File: src/rtl/signed_divider_seq.sv
// Sequential restoring signed divider: one quotient bit per clock, start/done handshake.
// Define DIVIDER_SATURATE_EN to saturate the quotient on -2^(WIDTH-1) / -1 instead of wrapping.
module signed_divider_seq #(
  parameter int WIDTH = 8
) (
  input  logic             clk,
  input  logic             rst_n,
  input  logic             start,
  input  logic [WIDTH-1:0] dividend,
  input  logic [WIDTH-1:0] divisor,
  output logic             busy,
  output logic             done,
  output logic [WIDTH-1:0] quotient,
  output logic [WIDTH-1:0] remainder,
  output logic             div_by_zero,
  output logic             overflow
);

  localparam int CW = $clog2(WIDTH);
  localparam logic [WIDTH-1:0] Q_MIN = {1'b1, {(WIDTH-1){1'b0}}};
  localparam logic [WIDTH-1:0] Q_MAX = {1'b0, {(WIDTH-1){1'b1}}};

  typedef enum logic [1:0] {S_IDLE, S_DIV, S_FIX, S_ZERO} state_t;

  state_t           state_q, state_d;
  logic [CW-1:0]    cnt_q, cnt_d;
  logic [WIDTH:0]   prem_q, prem_d;
  logic [WIDTH-1:0] dvd_q, dvd_d;
  logic [WIDTH-1:0] dvs_q, dvs_d;
  logic             quo_neg_q, quo_neg_d;
  logic             rem_neg_q, rem_neg_d;
  logic             ovf_case_q, ovf_case_d;
  logic             busy_q, busy_d;
  logic             done_q, done_d;
  logic [WIDTH-1:0] quo_q, quo_d;
  logic [WIDTH-1:0] rem_q, rem_d;
  logic             dbz_q, dbz_d;
  logic             ovf_q, ovf_d;

  logic [WIDTH+1:0] prem_sh;
  logic [WIDTH+1:0] trial;
  logic [WIDTH-1:0] dvd_abs;
  logic [WIDTH-1:0] dvs_abs;

  function automatic logic [WIDTH-1:0] neg(input logic [WIDTH-1:0] v);
    return ~v + WIDTH'(1);
  endfunction

  // Magnitude of -2^(WIDTH-1) is 2^(WIDTH-1), which still fits unsigned.
  assign dvd_abs = dividend[WIDTH-1] ? neg(dividend) : dividend;
  assign dvs_abs = divisor[WIDTH-1]  ? neg(divisor)  : divisor;
  assign prem_sh = {prem_q, dvd_q[WIDTH-1]};
  assign trial   = prem_sh - {2'b00, dvs_q};

  always_ff @(posedge clk or negedge rst_n) begin
    if (!rst_n) state_q <= S_IDLE;
    else        state_q <= state_d;
  end

  always_comb begin
    state_d = state_q;
    case (state_q)
      S_IDLE:  if (start) state_d = (divisor == '0) ? S_ZERO : S_DIV;
      S_DIV:   if (cnt_q == '0) state_d = S_FIX;
      S_FIX:   state_d = S_IDLE;
      S_ZERO:  state_d = S_IDLE;
      default: state_d = S_IDLE;
    endcase
  end

  always_comb begin
    cnt_d      = cnt_q;
    prem_d     = prem_q;
    dvd_d      = dvd_q;
    dvs_d      = dvs_q;
    quo_neg_d  = quo_neg_q;
    rem_neg_d  = rem_neg_q;
    ovf_case_d = ovf_case_q;
    busy_d     = busy_q;
    done_d     = 1'b0;
    quo_d      = quo_q;
    rem_d      = rem_q;
    dbz_d      = dbz_q;
    ovf_d      = ovf_q;
    case (state_q)
      S_IDLE: begin
        if (start) begin
          dvd_d      = dvd_abs;
          dvs_d      = dvs_abs;
          quo_neg_d  = dividend[WIDTH-1] ^ divisor[WIDTH-1];
          rem_neg_d  = dividend[WIDTH-1];
          ovf_case_d = (dividend == Q_MIN) && (divisor == '1);
          prem_d     = '0;
          cnt_d      = CW'(WIDTH-1);
          busy_d     = 1'b1;
          dbz_d      = 1'b0;
          ovf_d      = 1'b0;
        end
      end
      S_DIV: begin
        // A borrow out of the trial subtraction means restore and shift in 0.
        dvd_d  = {dvd_q[WIDTH-2:0], ~trial[WIDTH+1]};
        prem_d = trial[WIDTH+1] ? prem_sh[WIDTH:0] : trial[WIDTH:0];
        cnt_d  = cnt_q - CW'(1);
      end
      S_FIX: begin
        quo_d  = quo_neg_q ? neg(dvd_q) : dvd_q;
        rem_d  = rem_neg_q ? neg(prem_q[WIDTH-1:0]) : prem_q[WIDTH-1:0];
        if (ovf_case_q) begin
          ovf_d = 1'b1;
`ifdef DIVIDER_SATURATE_EN
          quo_d = Q_MAX;
`else
          quo_d = Q_MIN;
`endif
        end
        done_d = 1'b1;
        busy_d = 1'b0;
      end
      S_ZERO: begin
        quo_d  = '0;
        rem_d  = rem_neg_q ? neg(dvd_q) : dvd_q;
        dbz_d  = 1'b1;
        done_d = 1'b1;
        busy_d = 1'b0;
      end
      default: ;
    endcase
  end

  always_ff @(posedge clk or negedge rst_n) begin
    if (!rst_n) begin
      cnt_q      <= '0;
      prem_q     <= '0;
      dvd_q      <= '0;
      dvs_q      <= '0;
      quo_neg_q  <= 1'b0;
      rem_neg_q  <= 1'b0;
      ovf_case_q <= 1'b0;
      busy_q     <= 1'b0;
      done_q     <= 1'b0;
      quo_q      <= '0;
      rem_q      <= '0;
      dbz_q      <= 1'b0;
      ovf_q      <= 1'b0;
    end else begin
      cnt_q      <= cnt_d;
      prem_q     <= prem_d;
      dvd_q      <= dvd_d;
      dvs_q      <= dvs_d;
      quo_neg_q  <= quo_neg_d;
      rem_neg_q  <= rem_neg_d;
      ovf_case_q <= ovf_case_d;
      busy_q     <= busy_d;
      done_q     <= done_d;
      quo_q      <= quo_d;
      rem_q      <= rem_d;
      dbz_q      <= dbz_d;
      ovf_q      <= ovf_d;
    end
  end

  assign busy        = busy_q;
  assign done        = done_q;
  assign quotient    = quo_q;
  assign remainder   = rem_q;
  assign div_by_zero = dbz_q;
  assign overflow    = ovf_q;

endmodule

File: config.mk
export PLATFORM = sky130hd
export DESIGN_NAME = signed_divider_seq
export DESIGN_NICKNAME = d
export VERILOG_FILES = /design/src/rtl/signed_divider_seq.sv
export SDC_FILE = /design/constraint.sdc
export NUM_CORES = 1
export LEC_CHECK = 0
export CORE_ASPECT_RATIO = 1.4
export CORE_MARGIN = 2
export CORE_UTILIZATION = 30
export DETAILED_ROUTE_END_ITERATION = 6
export GPL_ROUTABILITY_DRIVEN = 0
export SYNTH_ARGS = -nofsm -noshare
export SYNTH_HDL_FRONTEND = slang
export SYNTH_SLANG_ARGS = --single-unit
File: constraint.sdc
create_clock -name clk -period 2.4 [get_ports clk]
set_input_delay 0.36 -clock clk [delete_from_list [all_inputs] [get_ports clk]]
set_output_delay 0.36 -clock clk [all_outputs]
set_load 0.01 [all_outputs]
==> reports/qor.txt <==
Status = finished, final reports clean
Placed cell area = 3943 um2
Slowest CP cell = fa_1
Seq pwr share = 0.272
Clk_skew = 0.004810 ns
Num rows = 45
Worst slew margin relative to its limit = 0.5986
Element type at the critical path end = flip-flop
Period utilization = 0.9583
Largest net degree at the start of global routing = 30
Finished Cell Area = 4148 um2
DR vias/cell = 4.813
Layout Utilization = 0.3837
Grt peak-use layer = met2
Leakage = 1.845 nW
Grt total ovfl = 0
Number of filler cells placed in the layout = 1,096
Crit start category = flip-flop
Fmax = 434.8 MHz
Max incr delay on CP = 0.43 ns
Starting density of the core = 0.3080
Hold Crit Class = input port to async pin
CTS clk-pin slew, worst paths = 0.07 ns
Sequential area share after synthesis = 0.3983
Post-synth EDFFs = 0
Async set-reset flop share out of synthesis = 1.000
Hold_buf cts = 0
Total CTS buffers = 5
Max-slew violation count = 0
Worst Tran Pin Value = 0.6021 ns
Height of the die = 128.7 um
Crit path cell chain = inv_1, ha_1, inv_1, fa_1, a211oi_2, o21ai_1, a211oi_1, o21bai_1, a2bb2oi_1, o21ai_1
Clk sink count = 53
Met2 usage = 0.2349
Die Wd = 93.04 um
Post-Syn Area per Cell = 9.097 um2
I/O Pins = 39
Final HPWL DP = 5886 um
Syn-to-layout area delta = 24.58%
WS Path Type = flip-flop to flip-flop
Hold Violations, Final = 0
Gr usage total = 0.1326
Post-synthesis cell count = 366
Post-synth cell types = 49
Total number of vias = 2,657
Longest Clk Path Bufs = 2
Share of cells above drive strength 1 = 0.1046
GR Util met3 = 0.02342
Clock Power Share = 0.152
Max-Cap Viols = 0
DR WL/cell = 13.50 um
Crit path max fanout = 3
1st-pass router iterations = 5
Drt drc = 0
Number of diodes = 0
Area of the core = 10,810 um2
Final TNS setup = 0 ns
Clk Latency, worst-skew pair = 0.30 ns
Ys flop type = dfrtp_1
Int Pwr = 3.626 mW
Port Buffers = 38
Yosys reg bits = 53
H-tree Lvls = 2
Antenna violations before repair = 0
Vias in the first global route = 2,657
DRT antenna net count = 0
Combinational fraction of design power = 0.576
Syn nets = 401
DIE AREA = 11,970 um2
Net Sw Frac = 0.4105
Number of setup violations in the final report = 0
TritonCTS clock tree = built
Synthesized area = 3329 um2
Routed wire length = 7452 um
Worst IR Drop VDD = 0.4065 mV
Initial DRC Count = 128
Met1 track demand over resource = 0.1578
Arrival time worst endpoint = 2.48 ns
Worst EP required = 2.58 ns
Yosys warning total = 0
P_sw = 2.525 mW
Root Driver = clkbuf_16
Tmin final = 2.300 ns
First-pass GRT wire length = 12,610 um
Power density over the cells = 1483 nW/um2
Fin nets = 445
layer usage:
layer  part of all wire  vias to the layer above
met5                  0                        -
met4              0.026                        0
met3              0.032                       12
met2               0.51                       45
met1               0.43                     1260
li1                   -                     1340
final cells by class:
type	instances	area, um2	share of cell area
multi-input combinational	260	1800	0.4341
clock buffer	5	125.1	0.03017
timing repair buffer	57	530.5	0.1279
tap	141	176.4	0.04253
clock inverter	3	65.06	0.01569
inverter	33	123.9	0.02986
sequential	53	1326	0.3198
power by group through the flow:
stage / Clock (mW) / Combinational (mW) / Sequential (mW)
6_report: 0.933 / 3.55 / 1.67
5_1_grt: 0.975 / 3.95 / 1.75
4_1_cts: 0.940 / 3.55 / 1.68
3_5_place_dp: 0 / 3.54 / 1.69
3_3_place_gp: 0 / 3.45 / 1.68
2_1_floorplan: 0 / 2.56 / 1.64
logic make-up (layout without fill, tap and decap cells):
kind of cell / Yosys count / in the layout / share of synthesized area
simple gates: 104 / 104 / 0.1458
compound gates: 83 / 83 / 0.1575
flops: 53 / 53 / 0.3983
buf+inv: 53 / 98 / 0.06539
xor+xnor: 36 / 36 / 0.1003
mux: 21 / 21 / 0.07027
fa+ha+maj: 16 / 16 / 0.06238
repair_timing:
| item | CTS | global route |
|---|---|---|
| setup endpoints to repair | 0 | 2 |
| setup buffers | 0 | 0 |
| gates resized for setup | 0 | 3 |
cells in the mapped netlist, types with 4 or more instances:
cell type / number / area share
dfrtp_1: 53 / 0.40
nand2_1: 45 / 0.051
inv_1: 32 / 0.036
o21ai_1: 30 / 0.045
xor2_1: 23 / 0.061
nor2_1: 20 / 0.023
ha_1: 15 / 0.056
mux2i_1: 14 / 0.042
nand3_1: 12 / 0.018
xnor2_1: 12 / 0.032
clkbuf_1: 11 / 0.012
a21oi_1: 10 / 0.015
o22ai_1: 10 / 0.019
o31ai_1: 7 / 0.016
a22oi_1: 6 / 0.014
nand2b_1: 6 / 0.011
nor2b_1: 5 / 0.0094
mux2_2: 4 / 0.014
or3_1: 4 / 0.0075
path summary, 6_finish.rpt:
check / startpoint / cells past startpoint / to / slack [ns]
max reg2reg: dvd_q[7]$_DFFE_PN0P_ / 10 / prem_q[8]$_DFFE_PN0P_ / 0.10
max in group asynchronous: rst_n / 2 / div_by_zero$_DFFE_PN0P_ / 1.78
min: rst_n / 1 / dvs_q[6]$_DFFE_PN0P_ / 0.07
min in group clk: dvs_q[1]$_DFFE_PN0P_ / 2 / dvs_q[1]$_DFFE_PN0P_ / 0.48
max: dvd_q[7]$_DFFE_PN0P_ / 10 / prem_q[8]$_DFFE_PN0P_ / 0.10
min reg2reg: dvs_q[1]$_DFFE_PN0P_ / 2 / dvs_q[1]$_DFFE_PN0P_ / 0.48
critical path: cells and delay by family, from the launching register on:
kind,cells,cell delay [ns]
flip-flops,1,0.39
adder cells (fa/ha/maj),2,0.60
AO/OA/AOI/OAI,6,1.06
buffers and inverters,2,0.14
placed cells by master (no fill, tap or decap), types with 12 or more instances in the layout:
cell / n
clkdlybuf4s50_1: 37
dfrtp_1: 53
xnor2_1: 12
o21ai_1: 30
xor2_1: 22
nand3_1: 12
mux2i_1: 14
inv_1: 32
buf_4: 18
ha_1: 14
nand2_1: 45
nor2_1: 20
registers in the layout, summed over array words and instances (netlist names), 2 cells and up:
register   flops
prem_q         9
dvd_q          8
dvs_q          8
quotient       8
remainder      8
cnt_q          3
state_q        2
per-stage QoR:
step                power (mW)  cells  hold slack [ns]  setup slack, ns
floorplan                4.196    366          0.06441           0.2291
global placement         5.134    544           0.4009          0.07104
detailed placement       5.229    544           0.4132          0.04514
CTS                      6.170    552          0.09777          0.02977
global route             6.674    552           0.1116        -0.008314
finish                   6.151    552          0.06801           0.1002
Note: power is estimated with default switching activity, not from simulation.
